===== src/rtl/layer_priority_compositor.sv =====
// Per-pixel layer arbiter: picks the highest-priority opaque colour code from NUM_LAYERS layers,
// with frame-synchronous per-layer enable/flash configuration. Two-cycle pipeline, no stalls.
module layer_priority_compositor #(
    parameter int unsigned NUM_LAYERS   = 4,
    parameter int unsigned CODE_W       = 6,
    parameter int unsigned FLASH_FRAMES = 16,
    parameter int unsigned BG_CODE      = 13,
    localparam int unsigned LAYER_W     = (NUM_LAYERS > 1) ? $clog2(NUM_LAYERS) : 1
) (
    input  logic                         Clk,
    input  logic                         Reset_n,
    input  logic                         frame_start,
    input  logic                         cfg_we,
    input  logic [NUM_LAYERS-1:0]        cfg_enable,
    input  logic [NUM_LAYERS-1:0]        cfg_flash,
    input  logic                         pix_valid,
    input  logic [NUM_LAYERS*CODE_W-1:0] layer_codes,
    output logic                         out_valid,
    output logic [CODE_W-1:0]            out_code,
    output logic [LAYER_W-1:0]           out_layer,
    output logic                         out_hit,
    output logic                         flash_phase
);

    localparam int unsigned CNT_W = (FLASH_FRAMES > 1) ? $clog2(FLASH_FRAMES) : 1;

    logic [NUM_LAYERS-1:0]        pend_en_q, pend_en_d;
    logic [NUM_LAYERS-1:0]        pend_fl_q, pend_fl_d;
    logic [NUM_LAYERS-1:0]        act_en_q, act_en_d;
    logic [NUM_LAYERS-1:0]        act_fl_q, act_fl_d;
    logic [CNT_W-1:0]             frame_cnt_q, frame_cnt_d;
    logic                         flash_phase_q, flash_phase_d;

    logic                         s1_valid_q;
    logic [NUM_LAYERS*CODE_W-1:0] s1_codes_q;
    logic [NUM_LAYERS-1:0]        s1_opaque_q, s1_opaque_d;

    logic                         out_valid_q, out_valid_d;
    logic [CODE_W-1:0]            out_code_q, out_code_d;
    logic [LAYER_W-1:0]           out_layer_q, out_layer_d;
    logic                         out_hit_q, out_hit_d;

    logic [NUM_LAYERS-1:0]        mask;

    // Configuration and flash timing; a write coincident with frame_start goes straight to active.
    always_comb begin
        pend_en_d     = pend_en_q;
        pend_fl_d     = pend_fl_q;
        act_en_d      = act_en_q;
        act_fl_d      = act_fl_q;
        frame_cnt_d   = frame_cnt_q;
        flash_phase_d = flash_phase_q;
        if (cfg_we) begin
            pend_en_d = cfg_enable;
            pend_fl_d = cfg_flash;
        end
        if (frame_start) begin
            act_en_d = cfg_we ? cfg_enable : pend_en_q;
            act_fl_d = cfg_we ? cfg_flash  : pend_fl_q;
            if (frame_cnt_q == CNT_W'(FLASH_FRAMES - 1)) begin
                frame_cnt_d   = '0;
                flash_phase_d = ~flash_phase_q;
            end else begin
                frame_cnt_d = frame_cnt_q + 1'b1;
            end
        end
    end

    // Stage 1 sees only the pre-edge config, so a pixel coincident with frame_start uses the old one.
    always_comb begin
        mask = act_en_q & ~(act_fl_q & {NUM_LAYERS{flash_phase_q}});
        for (int i = 0; i < NUM_LAYERS; i++) begin
            s1_opaque_d[i] = (layer_codes[i*CODE_W +: CODE_W] != '0) & mask[i];
        end
    end

    // Stage 2: fixed priority, lowest index wins; iterate downward so the last hit is the lowest.
    always_comb begin
        out_valid_d = s1_valid_q;
        out_code_d  = '0;
        out_layer_d = '0;
        out_hit_d   = 1'b0;
        if (s1_valid_q) begin
            out_code_d = CODE_W'(BG_CODE);
            for (int i = NUM_LAYERS - 1; i >= 0; i--) begin
                if (s1_opaque_q[i]) begin
                    out_code_d  = s1_codes_q[i*CODE_W +: CODE_W];
                    out_layer_d = LAYER_W'(i);
                    out_hit_d   = 1'b1;
                end
            end
        end
    end

    always_ff @(posedge Clk or negedge Reset_n) begin
        if (!Reset_n) begin
            pend_en_q     <= '1;
            pend_fl_q     <= '0;
            act_en_q      <= '1;
            act_fl_q      <= '0;
            frame_cnt_q   <= '0;
            flash_phase_q <= 1'b0;
            s1_valid_q    <= 1'b0;
            s1_codes_q    <= '0;
            s1_opaque_q   <= '0;
            out_valid_q   <= 1'b0;
            out_code_q    <= '0;
            out_layer_q   <= '0;
            out_hit_q     <= 1'b0;
        end else begin
            pend_en_q     <= pend_en_d;
            pend_fl_q     <= pend_fl_d;
            act_en_q      <= act_en_d;
            act_fl_q      <= act_fl_d;
            frame_cnt_q   <= frame_cnt_d;
            flash_phase_q <= flash_phase_d;
            s1_valid_q    <= pix_valid;
            s1_codes_q    <= layer_codes;
            s1_opaque_q   <= s1_opaque_d;
            out_valid_q   <= out_valid_d;
            out_code_q    <= out_code_d;
            out_layer_q   <= out_layer_d;
            out_hit_q     <= out_hit_d;
        end
    end

    assign out_valid   = out_valid_q;
    assign out_code    = out_code_q;
    assign out_layer   = out_layer_q;
    assign out_hit     = out_hit_q;
    assign flash_phase = flash_phase_q;

endmodule


===== config.mk =====
export PLATFORM = sky130hd
export DESIGN_NAME = layer_priority_compositor
export DESIGN_NICKNAME = d
export VERILOG_FILES = /design/src/rtl/layer_priority_compositor.sv
export SDC_FILE = /design/constraint.sdc
export NUM_CORES = 1
export LEC_CHECK = 0
export CORE_AREA = 2 2 71 73
export DETAILED_ROUTE_END_ITERATION = 8
export DIE_AREA = 0 0 73 75
export HOLD_SLACK_MARGIN = 0.1
export PLACE_DENSITY = 0.72
export SLEW_MARGIN = 20
export SYNTH_ARGS = -nofsm -noshare
export SYNTH_HDL_FRONTEND = slang
export SYNTH_SLANG_ARGS = --single-unit

===== constraint.sdc =====
create_clock -name Clk -period 1.4 [get_ports Clk]
set_clock_uncertainty 0.2 [all_clocks]
set_input_delay 0.28 -clock Clk [delete_from_list [all_inputs] [get_ports Clk]]
set_output_delay 0.28 -clock Clk [all_outputs]
set_load 0.05 [all_outputs]

Word level (Yosys, flattened, before mapping)
Index checks and enable logic that the tools add are counted.
{"block": "totals", "register_bits": 60, "elab_cells": 46}
{"block": "op_classes", "addsub": 1, "eq_ne": 1, "muxes": 18, "bitwise_logic": 8, "reduce_logical": 5}
{"op": "$mux W6", "count": 5}
{"op": "$reduce_bool A6 Y1", "count": 4}
{"op": "$mux W4", "count": 3}
{"op": "$mux W2", "count": 5}
{"op": "$and A4 B4 Y4", "count": 2}
{"op": "$mux W1", "count": 5}
{"op": "$add A4 B1 Y4 const B", "count": 1}
{"op": "$and A1 B1 Y1", "count": 4}
{"op": "$eq A4 B4 Y1 const B", "count": 1}
{"op": "$not A4 Y4", "count": 1}
{"op": "$reduce_and A2 Y1", "count": 1}
{"op": "$not A1 Y1", "count": 1}

Longest topological paths before layout
{"block": "depth", "word_depth": 5, "mapped_depth": 5, "mapped_depth_nobuf": 4}

Worst setup path before layout
OpenSTA, ideal clock, no wires.
{"block": "synth_path", "kind": "input to register", "from": "input port cfg_we", "to": "register act_fl_q[2]", "setup_time_ns": 0.125, "arrival_time_ns": 0.954, "t_required_ns": 1.075, "setup_slack_ns": 0.121, "stages": 3, "cell_sequence": "buf_6 mux2_4 mux2_4"}
{"block": "synth_via", "elab_chain_cells": 1}
{"item": "start: declaration", "line_no": "13", "rtl": "input logic cfg_we,"}
{"item": "$mux W4"}
{"item": "end signal: assignment", "line_no": "114", "rtl": "act_fl_q <= act_fl_d;"}
{"item": "end: declaration", "line_no": "30", "rtl": "logic [NUM_LAYERS-1:0] act_fl_q, act_fl_d;"}
No other way between the ends.
A chain may end at the register's enable or synchronous reset.

Worst setup path after layout
{"block": "layout_path", "from": "register flash_phase_q, in the netlist flash_phase", "to": "output port flash_phase"}
{"item": "start: declaration", "line_no": "32", "rtl": "logic flash_phase_q, flash_phase_d;"}
{"item": "start signal: assignment", "line_no": "116", "rtl": "flash_phase_q <= flash_phase_d;"}
{"item": "end: declaration", "line_no": "22", "rtl": "output logic flash_phase"}
No word-level cell between the ends.

==> results by group <==
Place
  • Port bufs: 47
  • Dpl hpwl: 3.14 mm
  • Final Wtd Congestion: 0.744
  • DP Cell Count: 261
  • Pre-CTS setup slack: -0.406 ns

Clock tree
  • Clock root buffer: clkbuf_8
  • Worst skew pair latency: 0.33 ns
  • TritonCTS Sinks: 60
  • CTS Buffer Depth: 2
  • CTS tree: done
  • CTS Buf Count: 9
  • CTS clk-pin slew, worst paths: 0.06 ns
  • Depth of the CTS H-tree: 3

Floorplanning
  • Initial core utilization: 47.6%
  • Die area: 5480 sq um
  • Top Ports: 48
  • Core box area: 4660 sq um
  • Die outline width: 73 microns
  • Die Height: 75 microns
  • Core Rows: 25

Logic synthesis
  • Synth async-reset ratio: 100%
  • Sequential share of the synthesized area: 68.1%
  • Syn nets: 195
  • Synth cell types: 26
  • Top-count cell post-synth: dfrtp_1
  • Mapped Cells: 157
  • Area share of the largest cell type after synthesis: 58.7%
  • FF+latch count, synth: 60
  • Post-Syn Area per Cell: 14.1 sq um
  • EDFF count, synth: 0
  • Top cells by area, synth: dfrtp_1 (59%), mux2_4 (11%), dfstp_2 (9.5%)
  • Synth Warn #: 0
  • Ys flop type: dfrtp_1
  • Most frequent cells after synthesis: dfrtp_1 (52), mux2_4 (16), a21oi_1 (13)
  • Post-Syn Area: 2220 sq um
  • Yosys top cell by area: dfrtp_1

Setup path
  • Worst setup EP type: output pin
  • CP Launch Type: flop
  • Slowest cell delay on critical path: 0.44 ns
  • Largest delay contributor family on the critical path: flip-flops
  • CP Buf/Inv Count: 1
  • Worst Path Required: 0.92 ns
  • CP Class: reg -> out
  • Crit-path max FO: 3
  • Critical-path top delay cell: dfrtp_2
  • Crit path cell chain: buf_12
  • Critical path arrival: 0.91 ns
  • Reg2reg setup slack: 0.03 ns

Detailed routing
  • Initial DRC Count: 80
  • DR pass1 iterations: 4
  • Via count: 1444
  • Final wirelength: 4.32 mm
  • Vias per cell: 5.10
  • DRC errors left: 0
  • Post-route antenna net violation count: 0
  • Wire per inst: 15.3 microns

Timing
  • Setup violations, final: 0
  • Setup TNS: 0 ns
  • Min Tclk post-route: 1.39 ns
  • Peak Freq: 718 MHz
  • Fin Hold WS: 0.205 ns
  • Final Hold Fails: 0
  • RSZ-0062 raised after global routing: yes
  • Tcrit/Tclk final: 99.5%
  • Worst Tran Pin Value: 0.455 ns
  • Relative slew slack: 69.7%
  • Final Max Slew Viols: 0
  • PnR worst setup slack: 0.00704 ns

Power
  • VDD IR-drop max: 0.00107 V
  • Sequential share of power: 46.0%
  • Clk pwr share: 26.6%
  • Pwr/cell area: 1550 nW/um^2
  • Logic pwr share: 27.4%
  • Static leakage: 1.41 nW
  • Sw power: 1.43 mW
  • Sw frac: 29.6%
  • Internal: 3.40 mW

Run status
  • Outcome: finished clean

Min path
  • Hold Crit Class: in -> reg

Layout
  • Fillers: 354
  • ANT cells: 0
  • Ratio of cells with drive above 1 in the final layout: 29.3%
  • Non-filler cells, final: 283
  • Syn-to-layout area delta: 40.9%
  • Nets: 262

Global routing
  • Number of antenna violations at the first check in global routing: 0
  • Largest net degree at the start of global routing: 25
  • Total GRT Usage: 17.7%
  • GRT overflow: 0
  • First-pass GRT wire length: 6.86 mm
  • Vias in the first global route: 1486

Job
  • Max-cap violations: 0
path summary, 6_finish.rpt:
kind,from,end,cells past startpoint
min,pix_valid,out_valid_d$_DFF_PN0_,1
min in group asynchronous,Reset_n,out_code[5]$_DFF_PN0_,2
max,flash_phase$_DFFE_PN0P_,flash_phase,1
max in group asynchronous,Reset_n,act_en_q[2]$_DFFE_PN1P_,3
min reg2reg,out_valid_d$_DFF_PN0_,out_valid$_DFF_PN0_,0
max reg2reg,s1_opaque_q[2]$_DFF_PN0_,out_code[4]$_DFF_PN0_,4
state kept, by name, indices dropped and copies added (netlist names), 2 cells and up:
register     flops
pend_fl_q        4
s1_codes_q      24
s1_opaque_q      4
pend_en_q        4
out_layer        2
act_en_q         4
frame_cnt_q      4
out_code         6
act_fl_q         4
per-layer routing:
layer | share of wire (%) | up-vias | wire length [microns] | global-route usage (%)
met2 | 53 | 46 | 2280 | 29.9
met3 | 5.0 | 5 | 217 | 6.69
met1 | 41 | 711 | 1770 | 19.8
met4 | 1.2 | 0 | 53 | 8.64
met5 | 0 | - | 0 | 0
li1 | - | 682 | - | -
per-stage QoR:
| stage | utilization (%) | power (mW) | area (sq um) |
|---|---|---|---|
| after global routing | 67.1 | 5.08 | 3130 |
| after global placement | 62.4 | 3.45 | 2910 |
| after detailed placement | 62.4 | 3.50 | 2910 |
| after CTS | 66.2 | 4.82 | 3090 |
| after floorplan | - | 2.86 | 2220 |
| final | 67.1 | 4.84 | 3130 |
cell families after synthesis:
logic type | Yosys count | share of synthesized area (%)
flip-flops | 60 | 68.1
AND/OR/NAND/NOR | 33 | 7.33
AO/OA/AOI/OAI | 29 | 8.29
multiplexers | 17 | 11.3
buffers and inverters | 15 | 3.55
XOR/XNOR | 2 | 0.790
adder cells (fa/ha/maj) | 1 | 0.564
repair_timing:
item,CTS,global route
buffers inserted,0,5
hold buffers,1,0
hold endpoints to repair,52,0
setup endpoints to repair,13,5
gates resized for setup,4,1
layout make-up:
type | count | area [sq um] | share of cell area, %
Inverter | 9 | 33.8 | 1.08
Tap cell | 54 | 67.6 | 2.16
Multi-Input combinational cell | 82 | 632 | 20.2
Clock inverter | 2 | 10.0 | 0.320
Clock buffer | 14 | 153 | 4.88
Sequential cell | 60 | 1510 | 48.4
Timing Repair Buffer | 62 | 716 | 22.9
placed cells by master (no fill, tap or decap):
| cell type | instances |
|---|---|
| nor3_1 | 1 |
| dlygate4sd2_1 | 1 |
| buf_2 | 1 |
| buf_12 | 13 |
| nor2b_4 | 1 |
| ha_1 | 1 |
| a221o_1 | 3 |
| nor4_1 | 4 |
| o31ai_1 | 2 |
| clkdlybuf4s50_1 | 34 |
| o21ai_0 | 7 |
| a32o_1 | 1 |
| dfrtp_2 | 2 |
| dlygate4sd3_1 | 1 |
| nor2b_1 | 2 |
| nand3_1 | 4 |
| inv_1 | 9 |
| clkbuf_1 | 4 |
| a21oi_1 | 12 |
| dfrtp_1 | 50 |
| xnor2_1 | 2 |
| o41a_1 | 1 |
| clkbuf_8 | 10 |
| buf_4 | 10 |
| buf_6 | 1 |
| nand2b_1 | 1 |
| a21oi_2 | 1 |
| dfstp_2 | 8 |
| nand4_1 | 2 |
| nor2_1 | 7 |
| mux2_4 | 16 |
| mux2_2 | 1 |
| clkbuf_2 | 1 |
| nand2_1 | 11 |
| clkinv_2 | 2 |
| a221oi_1 | 2 |
power groups by stage:
| stage | clock network [mW] | registers [mW] | logic (mW) |
|---|---|---|---|
| 3_3_place_gp | 0 | 2.26 | 1.19 |
| 6_report | 1.29 | 2.22 | 1.33 |
| 3_5_place_dp | 0 | 2.28 | 1.23 |
| 5_1_grt | 1.41 | 2.25 | 1.41 |
| 4_1_cts | 1.34 | 2.25 | 1.23 |
| 2_1_floorplan | 0 | 2.40 | 0.465 |
(Power assumes the default switching activity.)
